File: config.mk
export PLATFORM = sky130hd
export DESIGN_NAME = pipe_ctrl
export DESIGN_NICKNAME = d
export VERILOG_FILES = /design/src/rtl/pipe_ctrl.sv
export SDC_FILE = /design/constraint.sdc
export NUM_CORES = 1
export LEC_CHECK = 0
export ABC_CLOCK_PERIOD_IN_PS = 1950
export CORE_MARGIN = 2
export CORE_UTILIZATION = 40
export DETAILED_ROUTE_END_ITERATION = 8
export PLACE_DENSITY = 0.72
export SYNTH_ARGS = -nofsm -noshare
export SYNTH_HDL_FRONTEND = slang
export SYNTH_SLANG_ARGS = --single-unit
export TNS_END_PERCENT = 20
File: constraint.sdc
create_clock -name i_clk -period 1.95 [get_ports i_clk]
set_clock_uncertainty 0.05 [all_clocks]
set_input_delay 0.195 -clock i_clk [delete_from_list [all_inputs] [get_ports i_clk]]
set_output_delay 0.195 -clock i_clk [all_outputs]
set_load 0.02 [all_outputs]
File: src/rtl/pipe_ctrl.sv
// pipe_ctrl: stage clock-enable chain, source gating, flush/drain/halt sequencing
// and a saturating stall-cycle counter for a linear valid/ready pipeline.
module pipe_ctrl #(
  parameter int NUM_STAGES   = 3,
  parameter int FLUSH_CYCLES = 1,
  parameter int CNT_W        = 16
) (
  input  logic                  i_clk,
  input  logic                  i_rst_n,
  input  logic                  i_src_valid,
  output logic                  o_src_ready,
  output logic                  o_s0_valid,
  input  logic [NUM_STAGES-1:0] i_stage_valid,
  input  logic [NUM_STAGES-1:0] i_stall_req,
  input  logic                  i_dn_ready,
  output logic [NUM_STAGES-1:0] o_ce,
  input  logic                  i_flush_req,
  input  logic                  i_drain_req,
  input  logic                  i_resume,
  output logic                  o_flush,
  output logic                  o_idle,
  output logic [1:0]            o_state,
  input  logic                  i_clr_cnt,
  output logic [CNT_W-1:0]      o_stall_cnt
);
  typedef enum logic [1:0] {RUN = 2'd0, FLUSH = 2'd1, DRAIN = 2'd2, HALT = 2'd3} state_t;
  localparam int FW = $clog2(FLUSH_CYCLES + 1);
  localparam logic [FW-1:0] FLOAD = FW'(FLUSH_CYCLES - 1);

  state_t              state_q, state_d;
  logic                hold_q, hold_d;
  logic [FW-1:0]       fcnt_q, fcnt_d;
  logic                flush_q, idle_q;
  logic [CNT_W-1:0]    cnt_q, cnt_d;
  logic [NUM_STAGES-1:0] chain;
  logic                moving, stalled;

  // A valid stage may only advance when its successor advances; empty stages always load.
  always_comb begin
    chain = '0;
    chain[NUM_STAGES-1] = ~i_stall_req[NUM_STAGES-1] & (i_dn_ready | ~i_stage_valid[NUM_STAGES-1]);
    for (int k = NUM_STAGES - 2; k >= 0; k--)
      chain[k] = ~i_stall_req[k] & (chain[k+1] | ~i_stage_valid[k]);
  end

  assign moving      = (state_q == RUN) | (state_q == DRAIN);
  assign o_ce        = moving ? chain : '0;
  assign o_src_ready = (state_q == RUN) & chain[0];
  assign o_s0_valid  = i_src_valid & o_src_ready;
  assign stalled     = moving & |(i_stage_valid & ~chain);

  always_comb begin
    state_d = state_q;
    hold_d  = hold_q;
    fcnt_d  = fcnt_q;
    case (state_q)
      RUN: begin
        state_d = i_flush_req ? FLUSH : i_drain_req ? DRAIN : RUN;
        fcnt_d  = i_flush_req ? FLOAD : fcnt_q;
        hold_d  = 1'b0;
      end
      DRAIN, HALT: begin
        state_d = i_flush_req ? FLUSH
                : (state_q == DRAIN) ? ((i_stage_valid == '0) ? HALT : DRAIN)
                : (i_resume ? RUN : HALT);
        fcnt_d  = i_flush_req ? FLOAD : fcnt_q;
        hold_d  = i_flush_req | hold_q;
      end
      default: begin
        state_d = (fcnt_q != '0) ? FLUSH : hold_q ? HALT : RUN;
        fcnt_d  = (fcnt_q != '0) ? fcnt_q - 1'b1 : fcnt_q;
        hold_d  = (fcnt_q != '0) & hold_q;
      end
    endcase
  end

  assign cnt_d = i_clr_cnt ? '0 : (stalled & ~&cnt_q) ? cnt_q + 1'b1 : cnt_q;

  always_ff @(posedge i_clk or negedge i_rst_n) begin
    if (!i_rst_n) begin
      state_q <= RUN;
      hold_q  <= 1'b0;
      fcnt_q  <= '0;
      flush_q <= 1'b0;
      idle_q  <= 1'b0;
      cnt_q   <= '0;
    end else begin
      state_q <= state_d;
      hold_q  <= hold_d;
      fcnt_q  <= fcnt_d;
      flush_q <= state_d == FLUSH;
      idle_q  <= state_d == HALT;
      cnt_q   <= cnt_d;
    end
  end

  assign o_flush     = flush_q;
  assign o_idle      = idle_q;
  assign o_state     = state_q;
  assign o_stall_cnt = cnt_q;
endmodule
==> impl_metrics.py <==
metrics = {
    "timing": {
        "setup_ws_ns": -0.03888,
        "setup_violations": 8,
        "period_share_pct": 102.0,
        "max-slew-margin-rel_pct": 54.36,
        "timing.final.hold_violations": 0,
        "worst_pin_slew_ns": 0.6825,
        "rsz0062_at_grt": "true",
        "layout_min_cycle_time_ns": 1.989,
        "maxSlewViolCount": 0,
        "fmax_mhz": 502.8,
        "whs_ns": 0.1729,
    },
    "floorplan": {
        "io_pins": 39,
        "initial_core_util_pct": 42.33,
        "die_h_um": 58.02,
        "dieWidth_um": 58.02,
        "core_region_area_mm2": 0.002758,
        "dieArea_mm2": 0.003366,
        "fp-row-count": 19,
    },
    "logic_synthesis": {
        "synthFlopType": "dfrtp_1",
        "avgSynthCellArea_um2": 8.844,
        "synth_area_leaders": "dfrtp_1 45%, a21oi_1 6.4%, o21ai_0 6.0%",
        "yosys.area_share.simple_pct": 28.19,
        "synth_fa_ha_area_share_pct": 1.072,
        "synth.largest_area_cell": "dfrtp_1",
        "ys_seq_elements": 21,
        "seq_area_frac_synth_pct": 45.02,
        "synth_warnings": 0,
        "syn_area_mm2": 0.001167,
        "synth_compound_area_share_pct": 18.54,
        "synth_top_family_by_area": "simple AND/OR/NAND/NOR gates",
        "async_reset_ff_share_pct": 100.0,
        "syn_nets": 147,
        "synth-xor-area-share_pct": 1.501,
        "synth_edf_count": 0,
        "synth.most_common_cell": "dfrtp_1",
        "synth_cells": 132,
        "yosysUniqueCellTypes": 35,
        "muxShareOfSynthArea_pct": 0.8574,
        "synthTopCellsByCount": "21 x dfrtp_1, 15 x a21oi_1, 14 x o21ai_0",
        "synth_top_area_share_pct": 45.02,
    },
    "cts": {
        "clockBufferDepth": 2,
        "htreeDepth": 1,
        "cts_setup_buffers": 0,
        "root_buffer": "clkbuf_4",
        "cts.clk_slew.worst_paths_ns": 0.12,
        "ctsHoldBuffers": 0,
        "cts_sinks": 21,
        "cts_buffers": 3,
        "cts_tree": "yes",
        "clk_latency_ns": 0.30,
    },
    "global_route": {
        "first_global_vias": 1203,
        "grt_usage_pct": 18.76,
        "grt_max_degree": 22,
        "gr-total-overflow": 0,
        "antenna_found_initial": 0,
        "grt_pass1_wl_mm": 4.940,
    },
    "placement": {
        "dp_worst_setup_slack_ns": -0.5395,
        "numPortBuffers": 38,
        "postPlaceCellArea_mm2": 0.001717,
        "gp_congestion": 0.7934,
        "dp.final_hpwl_mm": 2.317,
        "dp_cells": 217,
    },
    "worst_setup_path": {
        "critPathMaxFanout": 8,
        "arrival_ns": 2.16,
        "path_class": "register to register",
        "setup.worst_path.start_class": "register",
        "end_kind": "register",
        "required_ns": 2.12,
    },
    "power_and_ir_drop": {
        "pwr-share-seq_pct": 39.9,
        "power-per-cell-area_mw_per_mm2": 770.2,
        "power.internal_mw": 0.8750,
        "switching_share_pct": 37.46,
        "p_leak_nw": 0.7823,
        "p_switching_mw": 0.5242,
        "peakVddDrop_mv": 0.5939,
        "p_clk_share_pct": 15.2,
        "power_mw": 1.399,
        "combinationalPowerShare_pct": 44.9,
    },
    "final_layout": {
        "fin_cells": 221,
        "drive_above_1_share_pct": 25.79,
        "synthToLayoutAreaGrowth_pct": 55.63,
        "fin_area_mm2": 0.001817,
        "nFillCells": 259,
        "finalNetCount": 206,
        "n_antenna_cell": 0,
    },
    "route": {
        "route.detailed.wl_per_inst_um": 14.10,
        "routed_wl_mm": 3.115,
        "initialDrtViolationCount": 33,
        "viasPerCell": 5.624,
        "drcViolationCount": 0,
        "first_pass_iters": 4,
        "final_antenna_net_count": 0,
        "vias": 1243,
    },
    "min_path": {
        "worstHoldPathType": "input port to asynchronous set/reset pin",
    },
    "outcome": {
        "status": "finished with violations",
        "violations": "negative setup slack",
    },
    "run": {
        "maxCapViolations": 0,
    },
}
-- cell usage in the layout (no fill, tap or decap), types with 3 or more instances in the layout --
| cell | Yosys | layout |
|---|---|---|
| or3_1 | 11 | 7 |
| buf_4 | 0 | 20 |
| dfrtp_1 | 21 | 18 |
| o21a_1 | 3 | 3 |
| inv_1 | 7 | 7 |
| nand2_1 | 4 | 4 |
| dfrtp_2 | 0 | 3 |
| or3_4 | 0 | 4 |
| nand4_1 | 4 | 4 |
| nor2_1 | 11 | 11 |
| clkbuf_4 | 0 | 3 |
| o21ai_0 | 14 | 14 |
| nand3_1 | 10 | 10 |
| a21oi_1 | 15 | 11 |
| clkdlybuf4s50_1 | 0 | 32 |
| a21oi_2 | 0 | 4 |
-- layout make-up --
| class | count | area [um^2] | share of cell area (%) |
|---|---|---|---|
| clock inverter | 1 | 5.005 | 0.2755 |
| clock buffer | 3 | 22.52 | 1.240 |
| multi-input combinational | 99 | 658.1 | 36.23 |
| tap | 31 | 38.79 | 2.135 |
| inverter | 7 | 26.28 | 1.446 |
| sequential | 21 | 529.3 | 29.13 |
| timing repair buffer | 59 | 536.8 | 29.55 |
-- path summary, 6_finish.rpt --
| kind | start | endpoint | slack, ns | depth (start not counted) |
|---|---|---|---|---|
| max | o_stall_cnt[1] | o_stall_cnt[5] | -0.04 | 7 |
| min | i_rst_n | o_stall_cnt[9] | 0.17 | 2 |
| max reg2reg | o_stall_cnt[1] | o_stall_cnt[5] | -0.04 | 7 |
| min reg2reg | hold_q | hold_q | 0.47 | 1 |
| max in group asynchronous | i_rst_n | o_stall_cnt[1] | 1.45 | 2 |
| min in group i_clk | i_flush_req | o_flush | 0.45 | 3 |
-- state kept, by name (all words and copies together) (netlist names) --
| register | cells |
|---|---|
| o_state | 2 |
| o_flush | 1 |
| hold_q | 1 |
| o_idle | 1 |
| o_stall_cnt | 16 |
-- kinds of logic after synthesis --
kind of cell,Yosys count
AND/OR/NAND/NOR,57
AO/OA/AOI/OAI,38
flip-flops,21
buffers and inverters,12
XOR/XNOR,2
multiplexers,1
adder cells (fa/ha/maj),1
-- power groups by stage --
stage | Clock (mW) | Combinational (mW) | Sequential [mW]
after floorplan | 0 | 0.229 | 0.617
after global placement | 0 | 0.590 | 0.550
after detailed placement | 0 | 0.608 | 0.554
after CTS | 0.221 | 0.596 | 0.546
after global routing | 0.239 | 0.678 | 0.567
final | 0.213 | 0.628 | 0.558
-- stage by stage --
step	TNS (ns)	utilization [%]
6_report	-0.08027	65.88
5_1_grt	-0.7651	65.88
2_1_floorplan	0	-
4_1_cts	-0.3093	62.66
3_3_place_gp	-4.208	62.25
3_5_place_dp	-4.960	62.25
-- worst max-delay path, stage by stage, from the launching register on --
cell and delay (ns):
dfrtp_2 0.45, ha_4 0.17, nand4_1 0.12, nor4_4 0.06
or3_4 0.43, buf_6 0.15, or3_1 0.36, a21oi_1 0.14
-- per-layer routing --
metal	GRT usage [%]	part of all wire [%]	vias up
met1	21.17	41	607
met4	6.312	0.39	0
met2	35.39	54	38
met3	3.125	4.4	2
li1	-	-	596
met5	0	0	-
-- repair_timing --
action / in CTS / in global routing
endpoints found under the setup margin: 11 / 17
resized for setup: 14 / 20
pin swaps: 0 / 19
No activity file was read; power rests on OpenSTA's default activity.
